<file path="src/rtl/eth_frame_parser_if.sv">
// Byte-stream bundle between pcap replay, the frame parser and the payload consumer.
// Holds both the upstream packet bus (with its pause) and the downstream payload handshake.
interface eth_frame_parser_if;
   logic       in_avail;
   logic       in_valid;
   logic [7:0] in_data;
   logic       in_newpkt;
   logic       pause;
   logic       out_valid;
   logic       out_ready;
   logic [7:0] out_data;
   logic       out_sop;
   logic       out_eop;

   modport master (
      output in_avail, in_valid, in_data, in_newpkt, out_ready,
      input  pause, out_valid, out_data, out_sop, out_eop
   );

   modport slave (
      input  in_avail, in_valid, in_data, in_newpkt, out_ready,
      output pause, out_valid, out_data, out_sop, out_eop
   );
endinterface

</file>
<file path="src/rtl/eth_frame_parser.sv">
// Ethernet frame parser: splits pcap-replay bytes into header fields and a buffered
// payload stream with SOP/EOP, throttling upstream via a registered pause.
module eth_frame_parser #(
   parameter int unsigned FIFO_DEPTH   = 8,
   parameter int unsigned PAUSE_THRESH = 5
) (
   input  logic              CLOCK,
   input  logic              RESET_N,
   eth_frame_parser_if.slave bus,
   output logic              hdr_valid,
   output logic [47:0]       dst_mac,
   output logic [47:0]       src_mac,
   output logic [15:0]       ethertype,
   output logic              vlan_present,
   output logic [15:0]       vlan_tci,
   output logic [15:0]       pkt_count,
   output logic [7:0]        runt_count,
   output logic              overflow
);

   localparam int unsigned AW = $clog2(FIFO_DEPTH);
   localparam logic [AW:0] FillMax  = (AW+1)'(FIFO_DEPTH);
   localparam logic [AW:0] PauseLvl = (AW+1)'(PAUSE_THRESH);

   typedef enum logic [1:0] {StIdle, StHdr, StVlan, StPayload} state_e;

   state_e      state_q, state_d;
   logic [3:0]  idx_q, idx_d;
   logic        first_q, first_d;
   logic        avail_q;

   logic        accept, last;
   logic        hdr_done, runt_inc, clr_vlan, set_vlan, push_req;

   logic [9:0]    mem [FIFO_DEPTH];
   logic [AW-1:0] wr_ptr_q, rd_ptr_q;
   logic [AW:0]   fill_q;
   logic          full, pop, push;
   logic [9:0]    head;

   // The last byte of a frame arrives with avail already dropped.
   assign accept = bus.in_valid && !bus.in_newpkt && (bus.in_avail || avail_q);
   assign last   = accept && !bus.in_avail && avail_q;

   always_ff @(posedge CLOCK or negedge RESET_N) begin
      if (!RESET_N) begin
         state_q <= StIdle;
         idx_q   <= '0;
         first_q <= 1'b0;
         avail_q <= 1'b0;
      end else begin
         state_q <= state_d;
         idx_q   <= idx_d;
         first_q <= first_d;
         avail_q <= bus.in_avail;
      end
   end

   always_comb begin
      state_d  = state_q;
      idx_d    = idx_q;
      first_d  = first_q;
      hdr_done = 1'b0;
      runt_inc = 1'b0;
      clr_vlan = 1'b0;
      set_vlan = 1'b0;
      push_req = 1'b0;
      unique case (state_q)
         StIdle: begin
            if (bus.in_newpkt) begin
               state_d  = StHdr;
               idx_d    = '0;
               clr_vlan = 1'b1;
            end
         end
         StHdr: begin
            if (bus.in_newpkt) begin
               // newpkt may be held for several cycles; only a started header is a runt
               runt_inc = (idx_q != 4'd0);
               idx_d    = '0;
               clr_vlan = 1'b1;
            end else if (accept) begin
               idx_d = idx_q + 4'd1;
               if (idx_q == 4'd13) begin
                  if ({ethertype[7:0], bus.in_data} == 16'h8100) begin
                     if (last) begin
                        runt_inc = 1'b1;
                        state_d  = StIdle;
                     end else begin
                        state_d = StVlan;
                        idx_d   = '0;
                     end
                  end else begin
                     hdr_done = 1'b1;
                     first_d  = 1'b1;
                     state_d  = last ? StIdle : StPayload;
                  end
               end else if (last) begin
                  runt_inc = 1'b1;
                  state_d  = StIdle;
               end
            end
         end
         StVlan: begin
            if (bus.in_newpkt) begin
               runt_inc = 1'b1;
               state_d  = StHdr;
               idx_d    = '0;
               clr_vlan = 1'b1;
            end else if (accept) begin
               idx_d = idx_q + 4'd1;
               if (idx_q == 4'd3) begin
                  hdr_done = 1'b1;
                  set_vlan = 1'b1;
                  first_d  = 1'b1;
                  state_d  = last ? StIdle : StPayload;
               end else if (last) begin
                  runt_inc = 1'b1;
                  state_d  = StIdle;
               end
            end
         end
         StPayload: begin
            if (bus.in_newpkt) begin
               state_d  = StHdr;
               idx_d    = '0;
               clr_vlan = 1'b1;
            end else if (accept) begin
               push_req = 1'b1;
               first_d  = 1'b0;
               if (last) state_d = StIdle;
            end
         end
         default: state_d = StIdle;
      endcase
   end

   // Header fields shift in MSB-first, so the first wire byte lands in the top byte.
   always_ff @(posedge CLOCK or negedge RESET_N) begin
      if (!RESET_N) begin
         hdr_valid    <= 1'b0;
         dst_mac      <= '0;
         src_mac      <= '0;
         ethertype    <= '0;
         vlan_present <= 1'b0;
         vlan_tci     <= '0;
         pkt_count    <= '0;
         runt_count   <= '0;
      end else begin
         hdr_valid <= hdr_done;
         if (hdr_done) pkt_count <= pkt_count + 16'd1;
         if (runt_inc && runt_count != 8'hFF) runt_count <= runt_count + 8'd1;
         if (clr_vlan) begin
            vlan_present <= 1'b0;
            vlan_tci     <= '0;
         end
         if (set_vlan) vlan_present <= 1'b1;
         if (accept && state_q == StHdr) begin
            if (idx_q < 4'd6)       dst_mac   <= {dst_mac[39:0], bus.in_data};
            else if (idx_q < 4'd12) src_mac   <= {src_mac[39:0], bus.in_data};
            else                    ethertype <= {ethertype[7:0], bus.in_data};
         end
         if (accept && state_q == StVlan) begin
            if (idx_q < 4'd2) vlan_tci  <= {vlan_tci[7:0], bus.in_data};
            else              ethertype <= {ethertype[7:0], bus.in_data};
         end
      end
   end

   assign full = (fill_q == FillMax);
   assign pop  = bus.out_valid && bus.out_ready;
   // A push into a full FIFO only succeeds when a pop frees the slot in the same cycle.
   assign push = push_req && (!full || pop);
   assign head = mem[rd_ptr_q];

   always_ff @(posedge CLOCK) begin
      if (push) mem[wr_ptr_q] <= {last, first_q, bus.in_data};
   end

   always_ff @(posedge CLOCK or negedge RESET_N) begin
      if (!RESET_N) begin
         wr_ptr_q  <= '0;
         rd_ptr_q  <= '0;
         fill_q    <= '0;
         overflow  <= 1'b0;
         bus.pause <= 1'b0;
      end else begin
         if (push) wr_ptr_q <= wr_ptr_q + 1'b1;
         if (pop)  rd_ptr_q <= rd_ptr_q + 1'b1;
         if (push && !pop)      fill_q <= fill_q + 1'b1;
         else if (!push && pop) fill_q <= fill_q - 1'b1;
         if (push_req && !push) overflow <= 1'b1;
         bus.pause <= (fill_q >= PauseLvl);
      end
   end

   // Head fields are gated so an empty FIFO presents all-zero outputs.
   assign bus.out_valid = (fill_q != '0);
   assign bus.out_data  = bus.out_valid ? head[7:0] : 8'h00;
   assign bus.out_sop   = bus.out_valid & head[8];
   assign bus.out_eop   = bus.out_valid & head[9];

endmodule

</file>
<file path="src/flat_wrapper.sv">
// flat-port wrapper written by rule: the top's interface ports become plain ports
module eth_frame_parser_flat 
#(
   parameter int unsigned FIFO_DEPTH   = 8,
   parameter int unsigned PAUSE_THRESH = 5
)
  (CLOCK, RESET_N, hdr_valid, dst_mac, src_mac, ethertype, vlan_present, vlan_tci, pkt_count, runt_count, overflow, bus_in_avail, bus_in_valid, bus_in_data, bus_in_newpkt, bus_out_ready, bus_pause, bus_out_valid, bus_out_data, bus_out_sop, bus_out_eop);
  eth_frame_parser_if bus_i ();
  input  logic CLOCK;
  input  logic RESET_N;
  output logic hdr_valid;
  output logic [47:0] dst_mac;
  output logic [47:0] src_mac;
  output logic [15:0] ethertype;
  output logic vlan_present;
  output logic [15:0] vlan_tci;
  output logic [15:0] pkt_count;
  output logic [7:0] runt_count;
  output logic overflow;
  input wire logic [$bits(bus_i.in_avail)-1:0] bus_in_avail;
  input wire logic [$bits(bus_i.in_valid)-1:0] bus_in_valid;
  input wire logic [$bits(bus_i.in_data)-1:0] bus_in_data;
  input wire logic [$bits(bus_i.in_newpkt)-1:0] bus_in_newpkt;
  input wire logic [$bits(bus_i.out_ready)-1:0] bus_out_ready;
  output wire logic [$bits(bus_i.pause)-1:0] bus_pause;
  output wire logic [$bits(bus_i.out_valid)-1:0] bus_out_valid;
  output wire logic [$bits(bus_i.out_data)-1:0] bus_out_data;
  output wire logic [$bits(bus_i.out_sop)-1:0] bus_out_sop;
  output wire logic [$bits(bus_i.out_eop)-1:0] bus_out_eop;
  assign bus_i.in_avail = bus_in_avail;
  assign bus_i.in_valid = bus_in_valid;
  assign bus_i.in_data = bus_in_data;
  assign bus_i.in_newpkt = bus_in_newpkt;
  assign bus_i.out_ready = bus_out_ready;
  assign bus_pause = bus_i.pause;
  assign bus_out_valid = bus_i.out_valid;
  assign bus_out_data = bus_i.out_data;
  assign bus_out_sop = bus_i.out_sop;
  assign bus_out_eop = bus_i.out_eop;
  eth_frame_parser #(.FIFO_DEPTH(FIFO_DEPTH), .PAUSE_THRESH(PAUSE_THRESH)) u_core (.CLOCK(CLOCK), .RESET_N(RESET_N), .bus(bus_i), .hdr_valid(hdr_valid), .dst_mac(dst_mac), .src_mac(src_mac), .ethertype(ethertype), .vlan_present(vlan_present), .vlan_tci(vlan_tci), .pkt_count(pkt_count), .runt_count(runt_count), .overflow(overflow));
endmodule
</file>
<file path="config.mk">
export PLATFORM = sky130hd
export DESIGN_NAME = eth_frame_parser_flat
export DESIGN_NICKNAME = d
export VERILOG_FILES = /design/src/rtl/eth_frame_parser_if.sv /design/src/rtl/eth_frame_parser.sv /design/src/flat_wrapper.sv
export SDC_FILE = /design/constraint.sdc
export NUM_CORES = 1
export LEC_CHECK = 0
export ABC_AREA = 1
export CORE_MARGIN = 3
export CORE_UTILIZATION = 53
export CTS_BUF_LIST = sky130_fd_sc_hd__clkbuf_16
export DETAILED_ROUTE_END_ITERATION = 10
export MAX_ROUTING_LAYER = met4
export PLACE_DENSITY = 0.8
export SYNTH_ARGS = -nofsm -noshare
export SYNTH_HDL_FRONTEND = slang
export SYNTH_SLANG_ARGS = --single-unit
</file>
<file path="constraint.sdc">
create_clock -name CLOCK -period 3.1 [get_ports CLOCK]
set_input_delay 0.62 -clock CLOCK [delete_from_list [all_inputs] [get_ports CLOCK]]
set_output_delay 0.62 -clock CLOCK [all_outputs]
set_load 0.005 [all_outputs]
</file>
Word level (Yosys, flattened, before mapping). Memory sizes are Yosys's and may differ from the RTL's. Cells that the tools add are included. W data, S select, Z words.

Bits in registers: 174. Bits in writable memories: 80. Input port bits: 14. Output and inout port bits: 167. Word-level logic and storage cells: 157. Memories: 1.

Memories: u_core.mem (words 8, width 10, read ports 1, clocked after memory_dff 0, wr ports 1, RTL line eth_frame_parser.sv:35) `logic [9:0] mem [FIFO_DEPTH];`.

Add/subtract/negate cells: 7. Magnitude comparators: 4. Equality and inequality tests: 22. Multiplexer cells: 71. Bitwise operators: 3. Reductions and logical operators: 32.

Operator list (count): $mux W16 (8); $mux W4 (10); $mux W1 (34); $mux W2 (13); $add A16 B1 Y16 const B (1); $eq A16 B16 Y1 const B (1); $logic_and A1 B1 Y1 (12); $ne A2 B1 Y1 const B (6); $pmux W4 S3 (1); $ne A2 B2 Y1 const B (5); $reduce_and A10 Y1 (1); $ne A3 B2 Y1 const B (3); $add A4 B1 Y4 const B (2); $add A8 B1 Y8 const B (1); $eq A4 B4 Y1 const B (2); $mux W8 (1); $ne A8 B8 Y1 const B (1); $pmux W2 S4 (1); $reduce_bool A4 Y1 (2); $add A3 B1 Y3 const B (2); $reduce_and A3 Y1 (2); $logic_not A1 Y1 (5); $reduce_and A5 Y1 (1); $eq A2 B2 Y1 const B (2); other kinds (18) (22).

Logic depth before layout (Yosys ltp). Gate-level depths: netlist (run 1).

Depth in word-level cells: 12. Gate-level depth with buffers: 14. Depth with buffers taken out: 14.

Worst setup path after synthesis (run 1). Ideal clock, no wire load.

Path kind: input -> register. Start: in bus_in_avail. End: reg u_core.fill_q[3]. Library setup time: 0.121 ns. Data arrival time: 2.238 ns. Required time: 2.979 ns. Path slack: 0.740 ns. Cell stages on the path: 13. Path buffers: 0. Cell sequence: o21ai_2 -> nor2_2 -> nand3_1 -> inv_1 -> ha_1 -> inv_1 -> ha_1 -> a21o_1 -> a21oi_1 -> nor2_1 -> nor2_1 -> nand2_1 -> xor2_1.

Longest elaborated chain between the ends: 9. Elaborated cells on any way between the ends: 11. Classes of those cells: mux: 4; reduce/logical: 7.

Ends and longest elaborated chain: from (decl) (RTL line flat_wrapper.sv:20) `input wire logic [$bits(bus_i.in_avail)-1:0] bus_in_avail;`; $logic_or A1 B1 Y1 (*) (RTL line eth_frame_parser.sv:42) `assign accept = bus.in_valid && !bus.in_newpkt && (bus.in_avail || avail_q);`; $logic_and A1 B1 Y1 (*) (RTL line eth_frame_parser.sv:42); $mux W1 (*) (RTL line eth_frame_parser.sv:128) `end else if (accept) begin`; $mux W1 (*) (RTL line eth_frame_parser.sv:124) `if (bus.in_newpkt) begin`; $mux W1 (*) (RTL line eth_frame_parser.sv:68) `unique case (state_q)`; $logic_and A1 B1 Y1 (*) (RTL line eth_frame_parser.sv:173) `assign push = push_req && (!full || pop);`; net u_core.push (RTL line eth_frame_parser.sv:38) `logic full, pop, push;`; $logic_not A1 Y1 (RTL line eth_frame_parser.sv:191) `else if (!push && pop) fill_q <= fill_q - 1'b1;`; $logic_and A1 B1 Y1 (RTL line eth_frame_parser.sv:191); $reduce_bool A2 Y1 (no source line); to (signal assigned) (RTL line eth_frame_parser.sv:190) `if (push && !pop) fill_q <= fill_q + 1'b1;`; to (signal assigned) (RTL line eth_frame_parser.sv:191); to (decl) (RTL line eth_frame_parser.sv:37) `logic [AW:0] fill_q;`.

The timed path passes the listed nets; every way through them passes the cells marked *. A chain may end at the register's enable or synchronous reset.

Worst setup path in the final report (run 1).
Start: reg u_core.rd_ptr_q[0]. End: out bus_out_data[4].

Longest elaborated chain between the ends: 2.

Ends and longest elaborated chain: from (decl) (RTL line eth_frame_parser.sv:36) `logic [AW-1:0] wr_ptr_q, rd_ptr_q;`; from (signal assigned) (RTL line eth_frame_parser.sv:189) `if (pop) rd_ptr_q <= rd_ptr_q + 1'b1;`; $mem_v2 Z8 W10; $mux W8 (RTL line eth_frame_parser.sv:199) `assign bus.out_data = bus.out_valid ? head[7:0] : 8'h00;`; to (decl) (RTL line flat_wrapper.sv:27) `output wire logic [$bits(bus_i.out_data)-1:0] bus_out_data;`.

No other way between the ends.

==> reports/qor.yml, run 1 <==
avgSynthCellArea_um2: 10.2
synthFlopType: "dfrtp_1"
yosysTopAreaCellShare_pct: 40.9
p_total_mw: 10.8
slowest_stage: "clkdlybuf4s50_1"
worstSetupPathType: "flip-flop to output port"
drv_cap: 0
postCtsHoldBufs: 0
via_per_inst: 5.26
synth_edf_count: 80
io_pins: 181
critical_path.max_stage_delay_ns: 0.53
post-route-period-util_pct: 97.2
nFillCells: 1451
worstPathArrival_ns: 2.39
path_clk_slew_ns: 0.06
grt_first_pass_wirelength_um: 41600
worst_pin_slew_ns: 1.12
timing.fmax_mhz: 332
layout.cells.non_filler: 1533
syn-cell-area_mm2: 0.0107
drc: 0
drtPass1Iterations: 5
synth_seq_cells: 254
hp-class: "primary input to async pin"
setup_violations: 0
drv_slew: 0
overflow: 0
cp_data_required_time_ns: 2.48
drive_gt1_share_pct: 8.68
routed_wl_um: 26100
syn_inst: 1043
yosys.area.top_type: "dfrtp_1"
cts_num_sinks: 254
p_leak_nw: 6.10
path_max_fanout: 20
cp-end-kind: "output port"
diodes: 0
vias: 8061
grt_antenna_before_repair: 0
relSlewSlack_pct: 25.3
grt_pass1_vias: 8144
dieWidth_um: 148
seq_area_mm2: 0.00676
dieArea_mm2: 0.0218
ys_warn_count: 0
numCtsBuffers: 26
hold_ws_ns: 0.0254
max-vdd-ir-drop_uv: 526
clock_skew_ns: 0.0120
cp_common_cell: "nor2_1"
grt_max_degree: 58
globalplace.congestion: 0.828
area_delta_synth_final_pct: 29.8
ys_seq_area_share_pct: 63.4
synth_area_leaders: "dfrtp_1, edfxtp_1, nand2_1"
worst_setup_path_start_kind: "flip-flop"
status: "complete, no violations"
dp_hpwl_um: 18100
dp.cells: 1483
ant_nets: 0
drt_iter0_markers: 532
syn_nets: 1073
final_net_count: 1278
fin_crit_ns: 3.01
synthArstFlopShare_pct: 68.5
fin_area_mm2: 0.0138
grt_usage_pct: 24.4
h-tree-depth: 1
io_buffers: 180
rows: 51
die_h_um: 148
ys_types: 41
multi_input_area_mm2: 0.00338
cts-root-buf: "clkbuf_16"
worstPathCellList: "inv_2 > buf_12 > nor2_1 > o32ai_1 > nor2_1 > nor2_1 > clkdlybuf4s50_1"
placed_cell_area_mm2: 0.0129
hold_viol: 0
synth_most_common_cell: "nand2_1"
final_util_pct: 70.6
core_mm2: 0.0196
cts_buffer_depth: 3
synthTopCellsByCount: "nand2_1, dfrtp_1, nor2_1"
wl_per_cell_um: 17.1
cts_tree: "yes"
start_util_pct: 54.4
powerDensity_mw_per_mm2: 784
clkLatencyLatePin_ns: 0.52
-- per-stage QoR --
step           setup TNS [ns]  setup WS, ns
6_report                    0        0.0857
5_1_grt               -0.0890       -0.0847
4_1_cts                     0        0.0168
3_5_place_dp                0        0.0139
3_3_place_gp                0         0.162
2_1_floorplan               0         0.740
-- worst max-delay path, delay by kind of cell, from the launching register on --
| kind | cells | cell delay, ns |
|---|---|---|
| flops | 1 | 0.42 |
| buf+inv | 3 | 0.82 |
| simple gates | 3 | 0.30 |
| compound gates | 1 | 0.32 |
-- final timing paths --
kind,from,end,slack [ns],depth (start not counted)
worst max-delay path,u_core.rd_ptr_q[0]$_DFFE_PN0P_,bus_out_data[4],0.09,7
worst min-delay path,RESET_N,u_core.src_mac[20]$_DFFE_PN0P_,0.03,1
min in group CLOCK,u_core.overflow$_DFFE_PN0P_,u_core.overflow$_DFFE_PN0P_,0.48,1
worst min register to register,u_core.overflow$_DFFE_PN0P_,u_core.overflow$_DFFE_PN0P_,0.48,1
max in group asynchronous,RESET_N,u_core.wr_ptr_q[1]$_DFFE_PN0P_,2.35,2
worst max register to register,u_core.fill_q[0]$_DFFE_PN0P_,u_core.fill_q[3]$_DFFE_PN0P_,0.47,14
-- logic make-up (layout without fill, tap and decap cells) --
logic type,Yosys count,count (layout),share of synthesized area (%)
DFF,254,254,63.4
xor gates and xnor gates,28,28,2.30
AOI/OAI and AO/OA,194,194,10.1
buffers and inverters,132,357,5.06
adders and majority gates,16,16,1.95
muxes,17,17,1.80
and+or+nand+nor,402,402,15.4
-- registers in the layout, summed over array words and instances, names as in the netlist, 4 cells and up --
| signal | cells |
|---|---|
| u_core.dst_mac | 48 |
| u_core.ethertype | 16 |
| u_core.fill_q | 4 |
| u_core.idx_q | 4 |
| u_core.mem | 80 |
| u_core.pkt_count | 16 |
| u_core.runt_count | 8 |
| u_core.src_mac | 48 |
| u_core.vlan_tci | 16 |
-- per-layer routing --
layer	part of all wire (%)	vias to the layer above	GRT usage, %
met2	50	262	40.9
met1	41	3895	31.8
met5	0	-	-
li1	-	3859	-
met4	2.1	0	5.78
met3	6.2	45	3.68
-- area by class of cell --
| type | count | share of cell area, % |
|---|---|---|
| Sequential cell | 254 | 48.9 |
| Timing Repair Buffer | 222 | 16.0 |
| Multi-Input combinational cell | 657 | 24.5 |
| Inverter | 87 | 2.38 |
| Clock buffer | 26 | 4.70 |
| Tap cell | 265 | 2.40 |
| Clock inverter | 22 | 1.23 |
-- layout by cell type (no fill, tap or decap), types with 17 or more instances in the layout --
cell and instances:
nand2_1 187, dfrtp_1 174, edfxtp_1 80, o21ai_0 102
nand3_1 18, buf_4 35, clkdlybuf4s50_1 178, a21oi_1 47
nor2_1 160, clkbuf_16 27, o32ai_1 18, o21ai_1 17
inv_1 86
-- where the power goes --
part	switching [mW]	internal, mW
clock	1.27	1.70
combinational	1.65	1.75
sequential	0.447	4.02
-- timing repair --
action                     4_1_cts  5_1_grt
gates cloned                     0        1
pin swaps                        0        1
resized for setup                2        6
setup buffers                    0        1
setup endpoints to repair        5       10
(Power assumes the default switching activity.)
==> run 2: changes to the inputs <==
--- a/config.mk
+++ b/config.mk
@@ -7,11 +7,11 @@
 export LEC_CHECK = 0
 export ABC_AREA = 1
 export CORE_MARGIN = 3
-export CORE_UTILIZATION = 53
+export CORE_UTILIZATION = 45
 export CTS_BUF_LIST = sky130_fd_sc_hd__clkbuf_16
 export DETAILED_ROUTE_END_ITERATION = 10
 export MAX_ROUTING_LAYER = met4
-export PLACE_DENSITY = 0.8
+export PLACE_DENSITY = 0.69
 export SYNTH_ARGS = -nofsm -noshare
 export SYNTH_HDL_FRONTEND = slang
 export SYNTH_SLANG_ARGS = --single-unit
==> reports/qor.yml, run 2 (synthesis results as in run 1) <==
status: "complete, no violations"
worstSetupPathType: "flip-flop to output port"
largest_registers: "u_core.mem x80, u_core.dst_mac x48, u_core.src_mac x48"
placed_cell_area_mm2: 0.0129
cts_tree: "yes"
die_h_um: 160
timing.fmax_mhz: 335
drtPass1Iterations: 5
path_max_fanout: 15
ant_nets: 0
fin_tns_setup_ns: 0
drv_cap: 0
io_pins: 181
fin_ws_ns: 0.118
cts_buffer_depth: 3
rows: 55
overflow: 0
globalplace.congestion: 0.840
start_util_pct: 46.5
clock_skew_ns: 0.0115
drive_gt1_share_pct: 8.86
grt_pass1_vias: 7750
drc: 0
setup_violations: 0
vias: 7788
area_delta_synth_final_pct: 31.2
routed_wl_um: 25900
nFillCells: 1917
worst_setup_path_start_kind: "flip-flop"
via_per_inst: 4.94
drt_iter0_markers: 600
cts_num_sinks: 254
dieWidth_um: 160
max-vdd-ir-drop_uv: 437
preCtsSetupSlack_ns: 0.117
dieArea_mm2: 0.0256
cp-end-kind: "output port"
h-tree-depth: 1
fin_crit_ns: 2.98
worst_pin_slew_ns: 0.545
final_cell_mix: "nand2_1, clkdlybuf4s50_1, dfrtp_1, nor2_1, o21ai_0"
grt_max_degree: 89
fin_area_mm2: 0.0140
hold_viol: 0
p_leak_nw: 6.13
dp_hpwl_um: 17400
largest_reg_flops: 80
io_buffers: 180
wl_per_cell_um: 16.4
cts-root-buf: "clkbuf_16"
grt_antenna_before_repair: 1
core_mm2: 0.0229
clkLatencyLatePin_ns: 0.54
relSlewSlack_pct: 63.6
numCtsBuffers: 28
grt_usage_pct: 20.5
path_clk_slew_ns: 0.06
rsz0062_at_grt: "false"
worstPathArrival_ns: 2.36
final_net_count: 1272
post-route-period-util_pct: 96.2
grt_first_pass_wirelength_um: 41600
final_common_cell: "nand2_1"
regMostFlops: "u_core.mem"
hp-class: "primary input to async pin"
cp_data_required_time_ns: 2.48
drv_slew: 0
powerDensity_mw_per_mm2: 795
postCtsHoldBufs: 0
[run 2: cell count changes in the layout (fill, tap and decap cells not counted), moves of 3 or more]
| cell | previous run | this run |
|---|---|---|
| o32ai_2 | 2 | 5 |
| o32ai_1 | 18 | 15 |
| inv_1 | 86 | 83 |
| clkinv_2 | 5 | 8 |
| buf_4 | 35 | 24 |
[run 2: power breakdown]
part / internal, mW / switching, mW
clock: 1.90 / 1.34
combinational: 1.79 / 1.61
sequential: 4.02 / 0.450
total: 7.71 / 3.40
[run 2: what timing repair did]
item | CTS | global route
gates cloned | 0 | 1
setup endpoints to repair | 2 | 10
buffers inserted | 0 | 1
pin swaps | 0 | 3
resized for setup | 1 | 17
[run 2: metal layers]
metal | GRT usage, % | wire (um) | vias to the layer above
li1 | - | - | 3857
met5 | - | 0 | -
met3 | 3.87 | 1350 | 44
met4 | 5.05 | 494 | 0
met1 | 27.5 | 11700 | 3707
met2 | 32.7 | 12400 | 180
[run 2: layout make-up]
type                    instances  area [um^2]  share of cell area, %
clock buffers                  28          701                   5.02
well taps                     313          392                   2.80
clock inverters                24          211                   1.51
flip-flops and latches        254         6760                   48.4
inverters                      87          332                   2.37
repair buffers                214         2170                   15.5
multi-input cells             657         3410                   24.4
diodes                          1         2.50                 0.0179
[run 2: worst max-delay path: stages (launching register included)]
cell,delay (ns)
dfrtp_2,0.45
inv_4,0.11
buf_12,0.11
clkbuf_16,0.15
nor2_1,0.05
o32ai_1,0.20
o21ai_0,0.10
nor2_1,0.13
clkdlybuf4s50_1,0.52
[run 2: final timing paths]
path	cells after the start	startpoint	endpoint	slack (ns)
worst max-delay path	8	u_core.rd_ptr_q[0]$_DFFE_PN0P_	bus_out_data[5]	0.12
worst min-delay path	1	RESET_N	u_core.src_mac[36]$_DFFE_PN0P_	0.04
worst max register to register	14	u_core.fill_q[0]$_DFFE_PN0P_	u_core.fill_q[3]$_DFFE_PN0P_	0.65
worst min register to register	1	u_core.overflow$_DFFE_PN0P_	u_core.overflow$_DFFE_PN0P_	0.48
max in group asynchronous	2	RESET_N	u_core.src_mac[10]$_DFFE_PN0P_	2.19
min in group CLOCK	1	u_core.overflow$_DFFE_PN0P_	u_core.overflow$_DFFE_PN0P_	0.48
[run 2: metrics by stage]
stage / hold slack (ns) / total power [mW] / utilization (%) / instances
finish: 0.0424 / 11.1 / 61.0 / 1578
global route: 0.0680 / 11.8 / 61.0 / 1578
CTS: 0.0589 / 11.1 / 60.4 / 1575
detailed placement: 0.465 / 7.78 / 56.4 / 1523
global placement: 0.465 / 7.70 / 56.4 / 1523
floorplan: 0.324 / 5.95 / - / 1043
